File: config.mk
export PLATFORM = sky130hd
export DESIGN_NAME = fir_xifu_ctrl
export DESIGN_NICKNAME = d
export VERILOG_FILES = /design/src/rtl/fir_xifu_pkg.sv /design/src/rtl/fir_xifu_ctrl_slot.sv /design/src/rtl/fir_xifu_ctrl.sv
export SDC_FILE = /design/constraint.sdc
export NUM_CORES = 1
export LEC_CHECK = 0
export CORE_AREA = 2 2 69 51
export DETAILED_ROUTE_END_ITERATION = 10
export DIE_AREA = 0 0 71 53
export GPL_ROUTABILITY_DRIVEN = 0
export HOLD_SLACK_MARGIN = 0.02
export PLACE_DENSITY = 0.85
export RECOVER_POWER = 25
export SLEW_MARGIN = 15
export SYNTH_ARGS = -nofsm -noshare
export SYNTH_HDL_FRONTEND = slang
export SYNTH_SLANG_ARGS = --single-unit
export TNS_END_PERCENT = 1
File: constraint.sdc
create_clock -name clk_i -period 11.95 [get_ports clk_i]
set_clock_uncertainty 0.1 [all_clocks]
set_input_delay 3.585 -clock clk_i [delete_from_list [all_inputs] [get_ports clk_i]]
set_output_delay 3.585 -clock clk_i [all_outputs]
set_load 0.03 [all_outputs]
File: src/rtl/fir_xifu_pkg.sv
// Shared types and constants for the FIR XIF unit controller.
package fir_xifu_pkg;

   localparam int unsigned X_ID_WIDTH = 3;
   localparam int unsigned X_ID_MAX   = 8;
   localparam int unsigned CNT_W      = $clog2(X_ID_MAX + 1);

   typedef struct packed {
      logic                  issue;
      logic [X_ID_WIDTH-1:0] id;
   } fir_xifu_id2ctrl_t;

   typedef struct packed {
      logic [X_ID_MAX-1:0] clear;
   } fir_xifu_wb2ctrl_t;

   typedef struct packed {
      logic [X_ID_MAX-1:0] issue;
      logic [X_ID_MAX-1:0] commit;
      logic [X_ID_MAX-1:0] kill;
   } fir_xifu_ctrl2wb_t;

   typedef enum logic [1:0] {
      ST_IDLE      = 2'd0,
      ST_ISSUED    = 2'd1,
      ST_COMMITTED = 2'd2,
      ST_KILLED    = 2'd3
   } fir_xifu_ctrl_state_t;

   function automatic logic [CNT_W-1:0] popcnt(input logic [X_ID_MAX-1:0] v);
      logic [CNT_W-1:0] n;
      n = '0;
      for (int i = 0; i < int'(X_ID_MAX); i++) n = n + CNT_W'(v[i]);
      return n;
   endfunction

endpackage

File: src/rtl/fir_xifu_ctrl_slot.sv
// Lifecycle FSM for a single XIF instruction ID.
//   state        | meaning
//   ST_IDLE      | ID free, may be issued
//   ST_ISSUED    | issued, waiting for commit or kill
//   ST_COMMITTED | committed, waiting for writeback clear
//   ST_KILLED    | killed, waiting for writeback clear
module fir_xifu_ctrl_slot
   import fir_xifu_pkg::*;
(
   input  logic                 clk_i,
   input  logic                 rst_ni,
   input  logic                 issue_i,
   input  logic                 commit_i,
   input  logic                 kill_i,
   input  logic                 clear_i,
   output fir_xifu_ctrl_state_t state_o
);

   fir_xifu_ctrl_state_t state_q;

   always_ff @(posedge clk_i) begin
      if (!rst_ni) begin
         state_q <= ST_IDLE;
      end else begin
         case (state_q)
            // An issue and its commit may land together; go straight to the outcome.
            ST_IDLE:
               if (issue_i) state_q <= commit_i ? (kill_i ? ST_KILLED : ST_COMMITTED) : ST_ISSUED;
            ST_ISSUED:
               if (clear_i)       state_q <= ST_IDLE;
               else if (commit_i) state_q <= kill_i ? ST_KILLED : ST_COMMITTED;
            default:
               if (clear_i) state_q <= ST_IDLE;
         endcase
      end
   end

   assign state_o = state_q;

endmodule

File: src/rtl/fir_xifu_ctrl.sv
// FIR XIF unit issue/commit/writeback ID tracker with outstanding counter.
// Define FIR_XIFU_CTRL_ERR_EN to add the sticky protocol-violation flag err_o.
module fir_xifu_ctrl
   import fir_xifu_pkg::*;
#(
   parameter int unsigned MAX_OUTSTANDING = X_ID_MAX
) (
   input  logic                  clk_i,
   input  logic                  rst_ni,
   input  fir_xifu_id2ctrl_t     id2ctrl_i,
   output logic                  issue_ready_o,
   input  logic                  commit_valid_i,
   input  logic [X_ID_WIDTH-1:0] commit_id_i,
   input  logic                  commit_kill_i,
   input  fir_xifu_wb2ctrl_t     wb2ctrl_i,
   output fir_xifu_ctrl2wb_t     ctrl2wb_o,
`ifdef FIR_XIFU_CTRL_ERR_EN
   output logic                  err_o,
`endif
   output logic                  busy_o
);

   localparam logic [CNT_W-1:0] MAX_CNT = CNT_W'(MAX_OUTSTANDING);

   fir_xifu_ctrl_state_t st [X_ID_MAX];
   logic [X_ID_MAX-1:0]  idle_v;
   logic [X_ID_MAX-1:0]  clr_valid;
   logic                 accept;
   logic [CNT_W-1:0]     count_q, count_d;

   assign issue_ready_o = (st[id2ctrl_i.id] == ST_IDLE) && (count_q != MAX_CNT);
   assign accept        = id2ctrl_i.issue && issue_ready_o;

   for (genvar g = 0; g < int'(X_ID_MAX); g++) begin : g_slot
      fir_xifu_ctrl_slot u_slot (
         .clk_i   (clk_i),
         .rst_ni  (rst_ni),
         .issue_i (accept && (id2ctrl_i.id == X_ID_WIDTH'(g))),
         .commit_i(commit_valid_i && (commit_id_i == X_ID_WIDTH'(g))),
         .kill_i  (commit_kill_i),
         .clear_i (wb2ctrl_i.clear[g]),
         .state_o (st[g])
      );
   end

   always_comb begin
      ctrl2wb_o = '0;
      idle_v    = '0;
      for (int i = 0; i < int'(X_ID_MAX); i++) begin
         idle_v[i]           = (st[i] == ST_IDLE);
         ctrl2wb_o.issue[i]  = (st[i] != ST_IDLE);
         ctrl2wb_o.commit[i] = (st[i] == ST_COMMITTED);
         ctrl2wb_o.kill[i]   = (st[i] == ST_KILLED);
      end
   end

   // Clears of already-idle IDs must not decrement the count.
   assign clr_valid = wb2ctrl_i.clear & ~idle_v;
   assign count_d   = count_q + CNT_W'(accept) - popcnt(clr_valid);

   always_ff @(posedge clk_i) begin
      if (!rst_ni) count_q <= '0;
      else         count_q <= count_d;
   end

   assign busy_o = (count_q != '0);

`ifdef FIR_XIFU_CTRL_ERR_EN
   logic err_q, viol;

   assign viol = (commit_valid_i && (st[commit_id_i] != ST_ISSUED)
                    && !(accept && (id2ctrl_i.id == commit_id_i)))
              || (|(wb2ctrl_i.clear & idle_v))
              || (id2ctrl_i.issue && !issue_ready_o);

   always_ff @(posedge clk_i) begin
      if (!rst_ni)   err_q <= 1'b0;
      else if (viol) err_q <= 1'b1;
   end

   assign err_o = err_q;
`endif

endmodule

==> impl_results.md <==
* Status: complete, no violations
* Critical Path Fanout Max at 12
* Clock buffer depth at 2
* FF-to-FF path depth at 15
* Cts hold-fix bufs at 0
* Post-synthesis sequential area ratio at 26.3%
* IO Count at 45
* Residual DRC at 0
* Initial antenna violation count at 0
* H-tree levels at 1
* Fin. Hold Viols at 0
* Hold path cells at 2
* Period utilisation layout at 81.0%
* Reg2reg end: count_q[3]$_SDFF_PN0_
* FP Rows at 17
* Critical Path AT at 6.00 ns
* PortBufs at 44
* Highest clock rate at 103 MHz
* Worst Hold Launch: g_slot[1].u_slot.state_o[0]$_SDFFE_PN0P_
* Die X-Extent at approximately 70 um
* Number of flops mapped to enable cells by yosys at 0
* Layout cells sized above 1 at 6.61%
* Worst reg2reg path startpoint: g_slot[3].u_slot.state_o[1]$_SDFFE_PN0P_
* Area of the mapped netlist at about 0.0015 mm^2
* Setup violations, final at 0
* Pins Over Slew Limit at 0
* CP Capture Type: output pin
* Worst Hold Endpoint: g_slot[1].u_slot.state_o[0]$_SDFFE_PN0P_
* Min-delay worst type: reg -> reg
* Setup TNS at 0 ns
* R2R Setup Slk at 7.91 ns
* DRT Wirelength at 3830 um
* Drt pass-1 iters at 4
* Antenna cell count at 0
* Yosys warnings at 0
* Initial cell density of the core at 49.3%
* Unrepaired setup endpoints after global routing: no
* Num Clock Sinks at 20
* All-layer global routing usage at 21.3%
* Routed vias/inst at 5.65
* Main synth FF type: dfxtp_1
* Number of global-route vias before repair at 1314
* Max VDD drop at 55.2 uV
* Area Growth Syn to Fin at 33.1%
* CORE AREA at 0.00308 mm^2
* Startpoint Class: primary input
* Final instance area at around 0.0020 mm^2
* TritonCTS clock tree: yes
* Antenna-violating nets left at 0
* Mean Syn Cell Area at about 8.2 um^2
* Commonest non-fill, non-tap cell in the layout: clkdlybuf4s50_1
* Worst slew pin tran at 0.906 ns
* Tmin final at 9.68 ns
* Num CTS Buffers at 3
* Power Dens Cells at 102 mW/mm^2
* Critical path class: in -> out
* DP Area at roughly 0.0020 mm^2
* Post-synthesis cell count at roughly 190
* First-pass GRT wire length at between 6000 and 7000 um
* Syn_nets at 217
* Clk slew on worst S/H paths at 0.07 ns
* Post-CTS setup buffer count at 0
* Avg WL per Cell at 14.5 um
* Commonest cells after routing, fill and taps aside: 41 x clkdlybuf4s50_1, 20 x dfxtp_1, 16 x inv_1
* Share of synthesized registers carrying an async set or reset at 0%
* Die ar. at roughly 0.0038 mm^2
* GRT overflow at 0
* Post-layout nets at 261
* Yosys reg bits at 20
* CTS resizes at 0
* Max_slew headroom at 39.5%
* Distinct cells, synth at 42
* CP Data Required Time at 8.27 ns
* Clock Root Buffer: clkbuf_8
* Largest net degree at the start of global routing at 19
* HPWL Detailed at 2970 um
* Die Y at 53 um
* Routed vias at 1497
* Worst skew pair latency at 0.26 ns
* Maximum Capacitance Violations at 0
* DRT iter0 DRCs at 137
* Leak at 0.811 nW
[worst max-delay path by stage]
stage                            start             to  slack, ns  cells after the start
after floorplan           id2ctrl_i[1]  issue_ready_o       3.46                      5
after global placement    id2ctrl_i[1]  issue_ready_o       2.38                      5
after detailed placement  id2ctrl_i[1]  issue_ready_o       2.36                      5
after CTS                 id2ctrl_i[1]  issue_ready_o       2.34                      5
after global routing      id2ctrl_i[1]  issue_ready_o       2.19                      5
final                     id2ctrl_i[1]  issue_ready_o       2.27                      5
[critical path, stage by stage]
cell and delay (ns):
dlygate4sd3_1 0.81, mux2_4 0.34, mux4_2 0.48, nor2_1 0.11, clkdlybuf4s50_1 0.67
[metrics by stage]
stage	instances	utilization (%)	power, W	hold slack, ns	setup slack (ns)
after floorplan	185	-	0.000134	0.377	3.46
after global placement	262	64.5	0.000161	0.412	2.38
after detailed placement	262	64.5	0.000164	0.417	2.36
after CTS	265	65.8	0.000207	0.430	2.34
after global routing	265	65.7	0.000220	0.460	2.19
final	265	65.7	0.000206	0.436	2.27
[power by group]
group | total [W] | switching, W | internal, W
clock | 0.0000441 | 0.0000217 | 0.0000225
sequential | 0.0000813 | 0.00000761 | 0.0000737
combinational | 0.0000808 | 0.0000426 | 0.0000382
[synthesized netlist by cell type (all sizes together) (2+ instances only)]
cell | n | share of area (%)
dfxtp | 20 | 26
inv | 16 | 3.9
a21oi | 14 | 4.6
and2 | 14 | 5.8
nor2 | 13 | 3.4
nor2b | 11 | 4.5
nand2 | 10 | 2.5
nand2b | 9 | 3.7
ha | 7 | 5.8
fa | 6 | 7.9
nor3 | 6 | 2.0
or2 | 6 | 2.6
nor3b | 5 | 3.1
clkbuf | 4 | 0.99
nand3 | 4 | 1.3
nand4 | 4 | 1.6
o31ai | 4 | 2.0
a21boi | 3 | 1.5
o21a | 3 | 1.5
a2111oi | 2 | 1.2
nor4 | 2 | 0.82
nor4b | 2 | 1.6
o21ai | 2 | 0.66
o22ai | 2 | 0.82
o41ai | 2 | 1.2
xnor2 | 2 | 1.2
[state kept, by name, indices dropped and copies added, names as in the netlist]
| name | cells |
|---|---|
| count_q | 4 |
| g_slot.u_slot.state_o | 16 |
[per-layer routing]
metal  global-route usage (%)  part of all wire (%)  routed length, um
met5                        0                     0                  0
met4                     5.35                  0.52                 20
met3                     7.05                    10                397
met2                     33.6                    43               1650
met1                     28.1                    46               1760
[area by class of cell]
class	instances	area (um^2)
clock buffers	3	41.3
fillers	257	1060
inverters	16	60.1
multi-input cells	144	1040
flip-flops and latches	20	400
well taps	38	47.5
repair buffers	44	440
[logic make-up after synthesis]
kind of cell             after synthesis  share of synthesized area, %
AND/OR/NAND/NOR                       93                          36.8
AO/OA/AOI/OAI                         33                          13.7
buffers and inverters                 21                          5.26
flip-flops                            20                          26.3
adder cells (fa/ha/maj)               13                          13.7
XOR/XNOR                               3                          1.73
multiplexers                           2                          2.47
Power figures use the tool's default switching activity.
